--- src/rtl/tictactoe_pkg.sv ---
// Shared encodings and the eight win lines for the tic-tac-toe controller.
// No ports: cell/state/winner/action enums, constants and cursor helpers.
package tictactoe_pkg;

  typedef enum logic [1:0] {
    CELL_EMPTY = 2'b00,
    CELL_X     = 2'b01,
    CELL_O     = 2'b10
  } cell_t;

  typedef enum logic [1:0] {
    ST_PLAY  = 2'b00,
    ST_CHECK = 2'b01,
    ST_OVER  = 2'b10
  } game_state_t;

  typedef enum logic [1:0] {
    WIN_NONE = 2'b00,
    WIN_X    = 2'b01,
    WIN_O    = 2'b10,
    WIN_DRAW = 2'b11
  } winner_t;

  typedef enum logic [2:0] {
    ACT_NONE,
    ACT_SEL,
    ACT_LEFT,
    ACT_RIGHT,
    ACT_UP,
    ACT_DOWN
  } act_t;

  localparam logic [3:0] CURSOR_HOME = 4'd4;
  localparam logic [3:0] SCORE_MAX   = 4'd15;

  localparam int unsigned WIN_LINES [8][3] = '{
    '{0, 1, 2}, '{3, 4, 5}, '{6, 7, 8},
    '{0, 3, 6}, '{1, 4, 7}, '{2, 5, 8},
    '{0, 4, 8}, '{2, 4, 6}
  };

  function automatic logic [1:0] col_of(input logic [3:0] c);
    unique case (c)
      4'd0, 4'd3, 4'd6: col_of = 2'd0;
      4'd1, 4'd4, 4'd7: col_of = 2'd1;
      default:          col_of = 2'd2;
    endcase
  endfunction

  function automatic logic [1:0] row_of(input logic [3:0] c);
    if (c < 4'd3)      row_of = 2'd0;
    else if (c < 4'd6) row_of = 2'd1;
    else               row_of = 2'd2;
  endfunction

endpackage

--- src/rtl/tictactoe_game_ctrl_if.sv ---
// Button inputs and display/score outputs of the game controller.
// master: button driver / display side; slave: the controller.
interface tictactoe_game_ctrl_if;
  logic        btn_left;
  logic        btn_right;
  logic        btn_up;
  logic        btn_down;
  logic        btn_sel;
  logic [17:0] board;
  logic [3:0]  cursor;
  logic        turn;
  logic [1:0]  game_state;
  logic [1:0]  winner;
  logic        menu_sel;
  logic [3:0]  score_x;
  logic [3:0]  score_o;

  modport master (
    output btn_left, btn_right, btn_up, btn_down, btn_sel,
    input  board, cursor, turn, game_state, winner,
    input  menu_sel, score_x, score_o
  );

  modport slave (
    input  btn_left, btn_right, btn_up, btn_down, btn_sel,
    output board, cursor, turn, game_state, winner,
    output menu_sel, score_x, score_o
  );
endinterface

--- src/rtl/tictactoe_win_check.sv ---
// Combinational line/full detector for one mark on the 3x3 board.
// In: board[17:0], mark. Out: line_found, board_full.
module tictactoe_win_check
  import tictactoe_pkg::*;
(
  input  logic [17:0] board,
  input  cell_t       mark,
  output logic        line_found,
  output logic        board_full
);

  always_comb begin
    line_found = 1'b0;
    board_full = 1'b1;
    for (int l = 0; l < 8; l++) begin
      if (board[5'(2 * WIN_LINES[l][0]) +: 2] == mark &&
          board[5'(2 * WIN_LINES[l][1]) +: 2] == mark &&
          board[5'(2 * WIN_LINES[l][2]) +: 2] == mark)
        line_found = 1'b1;
    end
    for (int i = 0; i < 9; i++) begin
      if (board[5'(2 * i) +: 2] == CELL_EMPTY)
        board_full = 1'b0;
    end
  end

endmodule

--- src/rtl/tictactoe_game_ctrl.sv ---
// Tic-tac-toe game controller: cursor, marks, win/draw check, menu, scores.
// Ports: clk, reset (sync, active-high), bus (slave: buttons in, state out).
module tictactoe_game_ctrl
  import tictactoe_pkg::*;
(
  input logic                  clk,
  input logic                  reset,
  tictactoe_game_ctrl_if.slave bus
);

  logic [17:0] board_q, board_d;
  logic [3:0]  cursor_q, cursor_d;
  logic        turn_q, turn_d;
  game_state_t state_q, state_d;
  winner_t     winner_q, winner_d;
  logic        menu_q, menu_d;
  logic [3:0]  sx_q, sx_d;
  logic [3:0]  so_q, so_d;
  logic [4:0]  prev_q;
  logic        blank_q;
  logic [4:0]  btn, rise;
  logic [4:0]  cur_idx;
  act_t        act;
  cell_t       mark;
  logic        line_found, board_full;

  assign btn = {bus.btn_down, bus.btn_up, bus.btn_right,
                bus.btn_left, bus.btn_sel};

  // First cycle after reset only captures the button levels, so a
  // button held through reset never looks like a fresh press.
  assign rise    = blank_q ? 5'd0 : (btn & ~prev_q);
  assign mark    = turn_q ? CELL_O : CELL_X;
  assign cur_idx = {cursor_q, 1'b0};

  always_comb begin
    act = ACT_NONE;
    priority case (1'b1)
      rise[0]: act = ACT_SEL;
      rise[1]: act = ACT_LEFT;
      rise[2]: act = ACT_RIGHT;
      rise[3]: act = ACT_UP;
      rise[4]: act = ACT_DOWN;
      default: act = ACT_NONE;
    endcase
  end

  tictactoe_win_check u_win_check (
    .board      (board_q),
    .mark       (mark),
    .line_found (line_found),
    .board_full (board_full)
  );

  always_comb begin
    board_d  = board_q;
    cursor_d = cursor_q;
    turn_d   = turn_q;
    state_d  = state_q;
    winner_d = winner_q;
    menu_d   = menu_q;
    sx_d     = sx_q;
    so_d     = so_q;
    unique case (state_q)
      ST_PLAY: begin
        unique case (act)
          ACT_LEFT:
            cursor_d = (col_of(cursor_q) == 2'd0) ?
                       cursor_q + 4'd2 : cursor_q - 4'd1;
          ACT_RIGHT:
            cursor_d = (col_of(cursor_q) == 2'd2) ?
                       cursor_q - 4'd2 : cursor_q + 4'd1;
          ACT_UP:
            cursor_d = (row_of(cursor_q) == 2'd0) ?
                       cursor_q + 4'd6 : cursor_q - 4'd3;
          ACT_DOWN:
            cursor_d = (row_of(cursor_q) == 2'd2) ?
                       cursor_q - 4'd6 : cursor_q + 4'd3;
          ACT_SEL: begin
            if (board_q[cur_idx +: 2] == CELL_EMPTY) begin
              board_d[cur_idx +: 2] = mark;
              state_d = ST_CHECK;
            end
          end
          default: ;
        endcase
      end
      ST_CHECK: begin
        if (line_found) begin
          state_d = ST_OVER;
          if (turn_q) begin
            winner_d = WIN_O;
            if (so_q != SCORE_MAX) so_d = so_q + 4'd1;
          end else begin
            winner_d = WIN_X;
            if (sx_q != SCORE_MAX) sx_d = sx_q + 4'd1;
          end
        end else if (board_full) begin
          state_d  = ST_OVER;
          winner_d = WIN_DRAW;
        end else begin
          state_d = ST_PLAY;
          turn_d  = ~turn_q;
        end
      end
      ST_OVER: begin
        unique case (act)
          ACT_LEFT, ACT_RIGHT: menu_d = ~menu_q;
          ACT_SEL: begin
            board_d  = 18'd0;
            cursor_d = CURSOR_HOME;
            turn_d   = 1'b0;
            winner_d = WIN_NONE;
            menu_d   = 1'b0;
            state_d  = ST_PLAY;
            if (menu_q) begin
              sx_d = 4'd0;
              so_d = 4'd0;
            end
          end
          default: ;
        endcase
      end
      default: state_d = ST_PLAY;
    endcase
  end

  always_ff @(posedge clk) begin
    if (reset) begin
      board_q  <= 18'd0;
      cursor_q <= CURSOR_HOME;
      turn_q   <= 1'b0;
      state_q  <= ST_PLAY;
      winner_q <= WIN_NONE;
      menu_q   <= 1'b0;
      sx_q     <= 4'd0;
      so_q     <= 4'd0;
      prev_q   <= 5'd0;
      blank_q  <= 1'b1;
    end else begin
      board_q  <= board_d;
      cursor_q <= cursor_d;
      turn_q   <= turn_d;
      state_q  <= state_d;
      winner_q <= winner_d;
      menu_q   <= menu_d;
      sx_q     <= sx_d;
      so_q     <= so_d;
      prev_q   <= btn;
      blank_q  <= 1'b0;
    end
  end

  assign bus.board      = board_q;
  assign bus.cursor     = cursor_q;
  assign bus.turn       = turn_q;
  assign bus.game_state = state_q;
  assign bus.winner     = winner_q;
  assign bus.menu_sel   = menu_q;
  assign bus.score_x    = sx_q;
  assign bus.score_o    = so_q;

endmodule
--- src/flat_wrapper.sv ---
// flat-port wrapper written by rule: the top's interface ports become plain ports
module tictactoe_game_ctrl_flat import tictactoe_pkg::*;
  (clk, reset, bus_btn_left, bus_btn_right, bus_btn_up, bus_btn_down, bus_btn_sel, bus_board, bus_cursor, bus_turn, bus_game_state, bus_winner, bus_menu_sel, bus_score_x, bus_score_o);
  tictactoe_game_ctrl_if bus_i ();
  input logic clk;
  input logic reset;
  input wire logic [$bits(bus_i.btn_left)-1:0] bus_btn_left;
  input wire logic [$bits(bus_i.btn_right)-1:0] bus_btn_right;
  input wire logic [$bits(bus_i.btn_up)-1:0] bus_btn_up;
  input wire logic [$bits(bus_i.btn_down)-1:0] bus_btn_down;
  input wire logic [$bits(bus_i.btn_sel)-1:0] bus_btn_sel;
  output wire logic [$bits(bus_i.board)-1:0] bus_board;
  output wire logic [$bits(bus_i.cursor)-1:0] bus_cursor;
  output wire logic [$bits(bus_i.turn)-1:0] bus_turn;
  output wire logic [$bits(bus_i.game_state)-1:0] bus_game_state;
  output wire logic [$bits(bus_i.winner)-1:0] bus_winner;
  output wire logic [$bits(bus_i.menu_sel)-1:0] bus_menu_sel;
  output wire logic [$bits(bus_i.score_x)-1:0] bus_score_x;
  output wire logic [$bits(bus_i.score_o)-1:0] bus_score_o;
  assign bus_i.btn_left = bus_btn_left;
  assign bus_i.btn_right = bus_btn_right;
  assign bus_i.btn_up = bus_btn_up;
  assign bus_i.btn_down = bus_btn_down;
  assign bus_i.btn_sel = bus_btn_sel;
  assign bus_board = bus_i.board;
  assign bus_cursor = bus_i.cursor;
  assign bus_turn = bus_i.turn;
  assign bus_game_state = bus_i.game_state;
  assign bus_winner = bus_i.winner;
  assign bus_menu_sel = bus_i.menu_sel;
  assign bus_score_x = bus_i.score_x;
  assign bus_score_o = bus_i.score_o;
  tictactoe_game_ctrl u_core (.clk(clk), .reset(reset), .bus(bus_i));
endmodule
--- config.mk ---
export PLATFORM = sky130hd
export DESIGN_NAME = tictactoe_game_ctrl_flat
export DESIGN_NICKNAME = d
export VERILOG_FILES = /design/src/rtl/tictactoe_pkg.sv /design/src/rtl/tictactoe_game_ctrl_if.sv /design/src/rtl/tictactoe_win_check.sv /design/src/rtl/tictactoe_game_ctrl.sv /design/src/flat_wrapper.sv
export SDC_FILE = /design/constraint.sdc
export NUM_CORES = 1
export LEC_CHECK = 0
export BUFFER_PORTS_ARGS = -buffer_cell sky130_fd_sc_hd__buf_2
export CORE_MARGIN = 3
export CORE_UTILIZATION = 58
export CTS_CLUSTER_DIAMETER = 120
export CTS_CLUSTER_SIZE = 30
export DETAILED_ROUTE_END_ITERATION = 8
export PLACE_DENSITY = 0.8
export SYNTH_ARGS = -nofsm -noshare
export SYNTH_HDL_FRONTEND = slang
export SYNTH_SLANG_ARGS = --single-unit
--- constraint.sdc ---
create_clock -name clk -period 3.2 [get_ports clk]
set_input_delay 0.64 -clock clk [delete_from_list [all_inputs] [get_ports clk]]
set_output_delay 0.64 -clock clk [all_outputs]
set_load 0.1 [all_outputs]
# Word-level counts from Yosys, hierarchy flattened
# Index checks and enable logic that the tools add are counted.
[totals]
ff_bits = 42
in_bits = 7
output_inout_bits = 36
wordCells = 182
[op_classes]
n_mux = 71
n_eq_ne = 38
magnitude_cmp = 2
shift = 3
reduce_logical = 43
addsub = 11
n_bitwise = 4
[ops]
columns = ["operator", "count"]
rows = [
  ["18-bit 2-to-1 mux", 3],
  ["4-bit 2-to-1 mux", 13],
  ["2-bit 2-to-1 mux", 18],
  ["18-bit case mux with 2 select lines", 1],
  ["2-bit logical NOT", 12],
  ["4-bit case mux with 2 select lines", 3],
  ["1-bit 2-to-1 mux", 20],
  ["18-bit bitwise mux", 1],
  ["2-bit == test", 9],
  ["2-bit by 7-bit variable shift with 18-bit output, first input constant", 1],
  ["18-bit by 6-bit variable part select with 2-bit output", 1],
  ["2-bit by 7-bit variable part select with 18-bit output", 1],
  ["1-bit logical AND", 16],
  ["2-bit by 1-bit inequality test with 1-bit output, second input constant", 8],
  ["4-bit case mux with 4 select lines", 1],
  ["3-bit 2-to-1 mux", 5],
  ["4-bit by 1-bit adder with 4-bit output, second input constant", 3],
  ["4-bit by 3-bit == test with 1-bit output, second input constant", 3],
  ["6-bit AND reduction", 2],
  ["3-bit AND reduction", 3],
  ["4-bit by 2-bit adder with 4-bit output, second input constant", 2],
  ["4-bit inequality test, second input constant", 2],
  ["2-bit case mux with 2 select lines", 2],
  ["4-bit AND reduction", 2],
  ["28 further kinds", 40],
]

# Logic depth before layout (Yosys ltp)
# Gate-level depths: netlist (run 1).
[logic_depth]
depth_word = 15
ltp_mapped = 11
ltp_nobuf = 9

# Hierarchy
# A second synthesis (run 1) with hierarchy kept.
[hier_totals]
cells_unflattened = 388
area_unflattened_um2 = 3061.7
[modules_own_cells]
columns = ["module", "cells_each", "area_per_inst_um2", "seq_area_each_um2", "instances"]
rows = [
  ["tictactoe_game_ctrl", 326, 2643.8, 840.8, 1],
  ["tictactoe_win_check", 62, 417.9, 0.0, 1],
]

# Worst setup path after synthesis (run 1)
# Ideal clock, no wire load.
[synth_timing]
path_kind = "register to register"
start = "register u_core.cursor_q[2] (netlist: u_core.bus.cursor[2])"
end = "register u_core.board_q[6] (netlist: u_core.bus.board[6])"
path_buffers = 2
period_less_slack_ns = 3.098
setup_slack_ns = 0.102
stages_incl_launch_ff = 12
t_arrival_ns = 3.006
setup_time_ns = 0.092
required_ns = 3.108
cell_sequence = "dfxtp_1 -> buf_2 -> buf_1 -> inv_1 -> ha_1 -> nor2b_1 -> xnor2_1 -> and2_0 -> nand2_1 -> nor2_1 -> nand3_1 -> o32ai_1"
[synth_via]
elab_chain_len = 6
word_cells_on_any_way = 11
cone_classes = "1 x add/sub; 1 x eq/ne; 3 x shift; 4 x mux; 2 x reduce/logical"
[synth_rtl]
columns = ["element", "line", "rtl"]
rows = [
  ["start, declared", "tictactoe_game_ctrl.sv:12", "logic [3:0] cursor_q, cursor_d;"],
  ["start signal, assigned", "tictactoe_game_ctrl.sv:142", "cursor_q <= cursor_d;"],
  ["5-bit negation with 7-bit output", "tictactoe_game_ctrl.sv:81", "board_d[cur_idx +: 2] = mark;"],
  ["2-bit by 7-bit variable part select with 18-bit output / 2-bit by 7-bit variable shift with 18-bit output (equally long branches)", "tictactoe_game_ctrl.sv:81", ""],
  ["18-bit bitwise mux", "tictactoe_game_ctrl.sv:81", ""],
  ["18-bit 2-to-1 mux", "tictactoe_game_ctrl.sv:80", "if (board_q[cur_idx +: 2] == CELL_EMPTY) begin"],
  ["18-bit 2-to-1 mux", "tictactoe_game_ctrl.sv:66", "unique case (act)"],
  ["18-bit case mux with 2 select lines", "tictactoe_game_ctrl.sv:64", "unique case (state_q)"],
  ["end signal, assigned", "tictactoe_game_ctrl.sv:141", "board_q <= board_d;"],
  ["end, declared", "tictactoe_game_ctrl.sv:11", "logic [17:0] board_q, board_d;"],
]
# Parallel ways exist; a longest one is shown, timed or not. The select of a mux whose other input is x is not followed.
# A chain may end at the register's enable or synchronous reset.

# Worst setup path in the final report (run 1)
[layout_timing]
start = "register u_core.cursor_q[0] (netlist: u_core.bus.cursor[0])"
end = "register u_core.cursor_q[0] (netlist: u_core.bus.cursor[0])"
[layout_via]
elab_chain_len = 9
word_cells_on_any_way = 39
cone_classes = "8 x add/sub; 2 x order compare; 7 x eq/ne; 17 x mux; 5 x reduce/logical"
[layout_rtl]
columns = ["element", "line", "rtl"]
rows = [
  ["4-bit by 3-bit < comparator with 1-bit output (tied with other cells)", "tictactoe_pkg.sv:52", "else if (c < 4'd6) row_of = 2'd1;"],
  ["2-bit 2-to-1 mux / 3-bit OR reduction (equally long branches)", "tictactoe_pkg.sv:52, tictactoe_pkg.sv:43", ""],
  ["2-bit 2-to-1 mux / 2-bit case mux with 2 select lines (equally long branches)", "tictactoe_pkg.sv:51, tictactoe_pkg.sv:43", ""],
  ["2-bit 2-to-1 mux", "tictactoe_game_ctrl.sv:66", ""],
  ["2-bit 2-to-1 mux", "tictactoe_game_ctrl.sv:64", ""],
  ["2-bit == test (tied with other cells)", "tictactoe_game_ctrl.sv:77", "cursor_d = (row_of(cursor_q) == 2'd2) ?"],
  ["4-bit 2-to-1 mux, on equally long branches", "--", ""],
  ["4-bit case mux with 4 select lines (*)", "tictactoe_game_ctrl.sv:66", ""],
  ["4-bit case mux with 2 select lines (*)", "tictactoe_game_ctrl.sv:64", ""],
]
# Mark *: on every way between the ends. The rest lies on a longest branch, timed or not. The select of a mux whose other input is x is not followed.

==> results.py, run 1 <==
metrics = {
    "run_status": {
        "status": "finished clean",
    },
    "cells_and_area": {
        "fillers": 423,
        "synthToLayoutAreaGrowth_pct": 11.8,
        "final_area_mm2": 0.00345,
        "antenna_cells": 0,
        "final_nets": 458,
        "drive_above_1_share_pct": 19.0,
    },
    "placed_design": {
        "io_buffers": 42,
        "routabilityCongestion": 0.932,
        "place_area_mm2": 0.00335,
        "dpl.hpwl_um": 6030,
    },
    "hold_path": {
        "min_path_type": "flip-flop to flip-flop",
        "hold_path_depth": 2,
        "min_from": "u_core.bus.score_o[3]",
        "min_to": "u_core.bus.score_o[3]",
    },
    "global_route": {
        "grt_max_degree": 42,
        "grt_pass1_vias": 3023,
        "grt_pass1_wl_um": 13800,
        "antenna_found_initial": 0,
        "gr-usage-all-layers_pct": 27.1,
        "overflow": 0,
    },
    "clock_tree": {
        "ctsResizeCount": 0,
        "hold_buffers": 0,
        "cts_setup_buffers": 0,
        "htree_levels": 2,
        "cts_made_buffers": 5,
        "clk-insertion-delay-late_ps": 300,
        "clk_pin_slew_ps": 80,
        "clock-sinks": 42,
        "clockRootBuffer": "clkbuf_8",
        "cts_tree": "yes",
        "cts_buffer_depth": 2,
    },
    "route": {
        "drc": 0,
        "wl_met3_um": 426,
        "wl_per_cell_um": 15.9,
        "first_iter_violations": 317,
        "routed.top_layer": "met4",
        "via_count": 3135,
        "wl_met1_um": 3560,
        "drt-total-wl_um": 8020,
        "first_pass_iters": 5,
        "ant_nets": 0,
        "viasPerCell": 6.22,
        "met2_length_um": 3880,
    },
    "flow_run": {
        "max_cap_violations": 0,
    },
    "floorplan": {
        "die_area_mm2": 0.00622,
        "die_x_um": 78.9,
        "rows": 25,
        "initial_utilization_pct": 62.8,
        "die_y_um": 78.9,
        "core_mm2": 0.00491,
        "io_pins": 43,
    },
    "power": {
        "p_per_area_mw_per_mm2": 471,
        "swShare_pct": 42.1,
        "finalPower_mw": 1.62,
        "vdd_ir_drop_max_mv": 0.352,
        "p_int_uw": 941,
        "p_seq_share_pct": 36.3,
        "power_frac_clock_pct": 21.4,
        "leakagePower_nw": 1.39,
        "combPwrFrac_pct": 42.3,
        "p_switching_uw": 684,
    },
    "synthesis": {
        "synth_seq_cells": 42,
        "synthTopCellsByArea": "dfxtp_1 27%, nor2_1 6.3%, ha_1 6.1%, nand2_1 4.0%, a21oi_1 2.9%",
        "ys_types": 65,
        "synth_most_common_cell": "nor2_1",
        "synth_edf_count": 0,
        "avgSynthCellArea_um2": 7.78,
        "syn_nets": 418,
        "ys_seq_area_share_pct": 27.3,
        "synthArstFlopShare_pct": 0,
        "yosysTopAreaCell": "dfxtp_1",
        "yosys_warnings": 0,
        "synthDominantCellAreaShare_pct": 27.3,
        "netlist_area_mm2": 0.00308,
        "synthFlopType": "dfxtp_1",
        "postSynthCellCount": 396,
        "synth_common_cells": "52 x nor2_1, 42 x dfxtp_1, 33 x nand2_1",
    },
    "critical_path": {
        "r2r_slack_ps": 550,
        "r2r-end": "u_core.bus.cursor[0]",
        "slowest_stage": "dfxtp_1",
        "reg2reg_depth": 9,
        "cpPeakStageDelay_ps": 520,
        "required_ps": 3420,
        "critPathLaunchType": "flip-flop",
        "cp-end-kind": "flip-flop",
        "critPathKind": "flip-flop to flip-flop",
        "r2r-start": "u_core.bus.cursor[0]",
        "arrival_ps": 2870,
        "crit_chain": "buf_4, ha_1, nor2_1, or3_1, a21oi_2, a21oi_1, and3_1, o211a_1, nor3_1",
        "worstPathMaxFanout": 11,
    },
    "sta": {
        "tns_ps": 0,
        "slew-limit-headroom_pct": 55.0,
        "rsz0062_at_grt": "false",
        "worstMarginPinSlew_ps": 671,
        "timing.fmax_mhz": 378,
        "period_minus_slack_ps": 2650,
        "post-route-period-util_pct": 82.8,
        "skew_ps": 6.25,
        "drv_slew": 0,
        "finalHoldViolations": 0,
        "setup_violations": 0,
        "timing.hold.ws_ps": 500,
    },
}
worst max-delay path, delay by kind of cell (launching register included):
family / cells / cell delay (ps)
AO/OA/AOI/OAI: 3 / 630
adder cells (fa/ha/maj): 1 / 390
buffers and inverters: 1 / 210
flip-flops: 1 / 520
AND/OR/NAND/NOR: 4 / 830
placed cells by master (no fill, tap or decap), drive strengths merged, types with 3 or more instances in the layout:
cell type	count
mux2i	7
o31ai	5
nand3	18
nor2	52
nor2b	11
nor3b	3
clkbuf	7
xnor2	5
o221ai	3
o32ai	7
o22ai	13
nand2b	13
a32oi	5
and3	4
a22oi	5
nand2	33
dfxtp	42
ha	15
a22o	5
nand4	7
and2	5
inv	22
or3b	3
nor3	9
o21ai	18
nand3b	3
buf	52
or3	3
a31oi	3
o211ai	3
a21oi	23
area by class of cell:
type / instances / area (µm²) / area share (%)
multi-input cells: 312 / 2060 / 59.7
inverters: 23 / 86.3 / 2.51
repair buffers: 52 / 285 / 8.28
well taps: 67 / 83.8 / 2.43
clock buffers: 7 / 86.3 / 2.51
flip-flops and latches: 42 / 841 / 24.4
clock inverters: 1 / 5.00 / 0.145
per-stage QoR:
| stage | utilization, % | cells | setup WS (ps) |
|---|---|---|---|
| 3_5_place_dp | 68.3 | 496 | 589 |
| 5_1_grt | 70.2 | 504 | 326 |
| 2_1_floorplan | - | 396 | 102 |
| 6_report | 70.2 | 504 | 551 |
| 4_1_cts | 70.2 | 504 | 572 |
| 3_3_place_gp | 68.3 | 496 | 747 |
metal layers:
metal,global-route usage (%),up-vias
met1,34.4,1478
met4,8.76,0
met3,3.97,19
met5,0,-
met2,47.1,116
li1,-,1522
worst max path at each step:
| stage | slack [ps] | from | depth (start not counted) | endpoint |
|---|---|---|---|---|
| 2_1_floorplan | 100 | u_core.bus.cursor[2] | 11 | u_core.bus.board[6] |
| 3_3_place_gp | 750 | u_core.bus.cursor[0] | 9 | u_core.bus.cursor[0] |
| 3_5_place_dp | 590 | u_core.bus.cursor[0] | 9 | u_core.bus.cursor[0] |
| 4_1_cts | 570 | u_core.bus.cursor[0] | 9 | u_core.bus.cursor[0] |
| 5_1_grt | 330 | u_core.bus.cursor[0] | 9 | u_core.bus.cursor[0] |
| 6_report | 550 | u_core.bus.cursor[0] | 9 | u_core.bus.cursor[0] |
flip-flops by register name, indices dropped and copies added, names as in the netlist:
signal	count
u_core.bus.game_state	2
u_core.bus.board	18
u_core.bus.cursor	4
u_core.bus.score_o	4
u_core.bus.menu_sel	1
u_core.prev_q	5
u_core.bus.turn	1
u_core.bus.winner	2
u_core.blank_q	1
u_core.bus.score_x	4
cell families after synthesis:
| family | synth area share, % |
|---|---|
| AND/OR/NAND/NOR | 28.2 |
| AO/OA/AOI/OAI | 26.8 |
| buffers and inverters | 5.93 |
| flip-flops | 27.3 |
| adder cells (fa/ha/maj) | 6.09 |
| multiplexers | 3.74 |
| XOR/XNOR | 1.99 |
power groups by stage:
stage | logic, mW | clock network (mW) | registers [mW]
floorplan | 0.420 | 0 | 0.714
global placement | 0.665 | 0 | 0.597
detailed placement | 0.675 | 0 | 0.601
CTS | 0.679 | 0.353 | 0.588
global route | 0.741 | 0.372 | 0.595
finish | 0.687 | 0.348 | 0.590
Power figures use the tool's default switching activity.
==> run 2: changes to the inputs <==
ABC_AREA = 1   (was not set)
CORE_UTILIZATION = 53   (was 58)
PLACE_DENSITY = 0.77   (was 0.8)
clock period = 2.19 ns   (was 3.2 ns; I/O delays follow)
==> run 2 against run 1 <==
Maximum frequency increased by 29%. Via count grew 16%. Critical path type unchanged. Non-clock buffer count grew 9. Largest cell class unchanged. Sequential power up 81%. Clock skew up 10 ps. Global-route usage decreased by 2.8 points. Utilization shrank 7.0 points. Area after synthesis is 7.6% higher. Flip-flop and latch count did not move. Largest power group unchanged. Clock-buffer cell count shrank 1. Die area up 16%. Critical path depth rose by 2.
==> results.py, run 2 <==
metrics = {
    "run_status": {
        "status": "finished clean",
    },
    "clock_tree": {
        "clk_pin_slew_ps": 100,
        "hold_buffers": 0,
        "cts_tree": "yes",
        "clock-sinks": 42,
        "cts_made_buffers": 5,
        "clockRootBuffer": "clkbuf_8",
        "htree_levels": 2,
        "clk-insertion-delay-late_ps": 310,
        "cts_buffer_depth": 2,
    },
    "critical_path": {
        "cp-end-kind": "flip-flop",
        "reg2reg_depth": 11,
        "cp_num_cells": 11,
        "r2r-end": "u_core.bus.cursor[1]",
        "r2r-start": "u_core.bus.cursor[0]",
        "critPathKind": "flip-flop to flip-flop",
        "cp_top_family": "simple AND/OR/NAND/NOR gates",
        "cpPeakStageDelay_ps": 390,
        "slowest_stage": "dfxtp_2",
        "cp.buffers_inverters": 2,
        "critPathLaunchType": "flip-flop",
        "endpoint": "u_core.bus.cursor[1]",
        "crit_chain": "buf_4, ha_1, nor2_2, o22ai_2, nor2_2, inv_1, o21ai_1, nand2_1, nand3b_1, nand2_1, a21oi_1",
        "worstPathMaxFanout": 11,
        "setup.worst_path.start": "u_core.bus.cursor[0]",
        "required_ps": 2430,
        "arrival_ps": 2300,
        "r2r_slack_ps": 130,
    },
    "synthesis": {
        "synth_compound_area_share_pct": 12.1,
        "synth_seq_cells": 42,
        "synth_most_common_cell": "nand2_1",
        "netlist_area_mm2": 0.00332,
        "ys_seq_area_share_pct": 25.4,
        "synthArstFlopShare_pct": 0,
        "ys_types": 42,
        "yosysTopAreaCell": "dfxtp_1",
        "synthFlopType": "dfxtp_1",
        "yosys_warnings": 0,
        "synthTopCellsByArea": "dfxtp_1 25%, nand2_1 18%, nor2_1 8.8%, inv_1 7.4%, nand3_1 5.9%",
        "synth_top_family_by_area": "simple AND/OR/NAND/NOR gates",
        "postSynthCellCount": 554,
        "synth_common_cells": "159 x nand2_1, 78 x nor2_1, 65 x inv_1",
        "syn_nets": 576,
        "synth_edf_count": 0,
        "yosys.area_share.simple_pct": 43.9,
        "synthDominantCellAreaShare_pct": 25.4,
        "yosys.area_share.xor_xnor_pct": 1.85,
        "synthAdderAreaFrac_pct": 5.66,
        "synth.area.mux_share_pct": 0,
        "avgSynthCellArea_um2": 5.98,
    },
    "hold_path": {
        "min_path_type": "input pin to flip-flop",
    },
    "power": {
        "p_per_area_mw_per_mm2": 1540,
        "finalPower_mw": 5.81,
        "vdd_ir_drop_max_mv": 1.17,
        "leakagePower_nw": 1.92,
    },
    "placed_design": {
        "dpl.hpwl_um": 6550,
        "place_area_mm2": 0.00361,
        "routabilityCongestion": 0.930,
        "pre_cts_ws_ps": 125,
        "io_buffers": 42,
        "place_inst": 663,
    },
    "floorplan": {
        "die_y_um": 85.1,
        "die_x_um": 85.1,
        "rows": 28,
        "die_area_mm2": 0.00724,
        "core_mm2": 0.00599,
        "initial_utilization_pct": 55.3,
        "io_pins": 43,
    },
    "route": {
        "viasPerCell": 5.37,
        "ant_nets": 0,
        "first_iter_violations": 353,
        "wl_per_cell_um": 13.1,
        "via_count": 3649,
        "drt-total-wl_um": 8860,
        "first_pass_iters": 5,
        "drc": 0,
    },
    "sta": {
        "worst_slack_ps": 129,
        "timing.fmax_mhz": 485,
        "period_minus_slack_ps": 2060,
        "drv_slew": 0,
        "skew_ps": 16.5,
        "setup_violations": 0,
        "post-route-period-util_pct": 94.1,
        "slew-limit-headroom_pct": 61.2,
        "finalHoldViolations": 0,
        "worstMarginPinSlew_ps": 578,
    },
    "global_route": {
        "grt_pass1_vias": 3134,
        "gr-usage-all-layers_pct": 24.3,
        "grt_pass1_wl_um": 14600,
        "antenna_found_initial": 0,
        "grt_max_degree": 25,
        "overflow": 0,
    },
    "cells_and_area": {
        "synthToLayoutAreaGrowth_pct": 14.2,
        "layoutNonFillerInstCount": 679,
        "final_common_cell": "nand2_1",
        "final_area_mm2": 0.00378,
        "final_core_util_pct": 63.2,
        "final_nets": 625,
        "drive_above_1_share_pct": 17.5,
        "antenna_cells": 0,
        "largest_reg_flops": 18,
        "final_cell_mix": "159 x nand2_1, 77 x nor2_1, 64 x inv_1",
    },
    "flow_run": {
        "max_cap_violations": 0,
    },
}
-- run 2: cell count changes in the layout (fill, tap and decap cells not counted), sizes merged, moves of 9 or more --
cell | previous run | this run
o22ai | 13 | 4
buf | 52 | 61
nor2 | 52 | 87
nand2 | 33 | 161
nand3 | 18 | 41
a21oi | 23 | 37
nand4 | 7 | 19
nor2b | 11 | 0
inv | 22 | 69
nand2b | 13 | 0
-- run 2: how the worst min path moves through the flow --
stage | from | to | slack (ps) | cells after the start
after floorplan | reset | u_core.blank_q | 470 | 0
after global placement | u_core.bus.winner[0] | u_core.bus.winner[0] | 460 | 2
after detailed placement | u_core.bus.winner[0] | u_core.bus.winner[0] | 470 | 2
after CTS | bus_btn_left | u_core.prev_q[1] | 350 | 3
after global routing | bus_btn_right | u_core.prev_q[2] | 360 | 3
final | bus_btn_left | u_core.prev_q[1] | 350 | 3
-- run 2: cells by family after synthesis --
logic type / Yosys count
flops: 42
compound gates: 70
fa+ha+maj: 15
simple gates: 330
xor+xnor: 7
buf+inv: 90
-- run 2: layout make-up --
type	count	area, µm²
clock buffers	6	72.6
clock inverters	2	13.8
fillers	611	2210
inverters	71	273
multi-input cells	422	2130
flip-flops and latches	42	853
well taps	75	93.8
repair buffers	61	353
-- run 2: tightest hold or removal path, cell delays in order --
cell and delay [ps]:
buf_2 100, inv_1 40, nor2_1 30
-- run 2: per-layer routing --
metal | part of all wire [%] | GRT usage (%) | vias to the layer above
li1 | - | - | 1880
met1 | 46 | 33.4 | 1603
met2 | 46 | 39.2 | 142
met3 | 6.5 | 3.11 | 24
met4 | 2.3 | 8.35 | 0
met5 | 0 | 0 | -
-- run 2: what timing repair did --
item,in CTS,in global routing
endpoints found under the setup margin,0,11
gates resized for setup,0,5
endpoints found under the hold margin,0,0
buffers inserted,0,8
-- run 2: report_power, final --
group          switching [mW]  internal, mW
logic                    3.06          1.16
registers               0.156         0.913
clock network           0.298         0.226
total                    3.51          2.30
-- run 2: stage by stage --
step / TNS (ps) / hold WS [ps]
CTS: 0 / 345
global placement: 0 / 458
detailed placement: 0 / 467
finish: 0 / 354
global route: -6.50 / 358
floorplan: 0 / 466
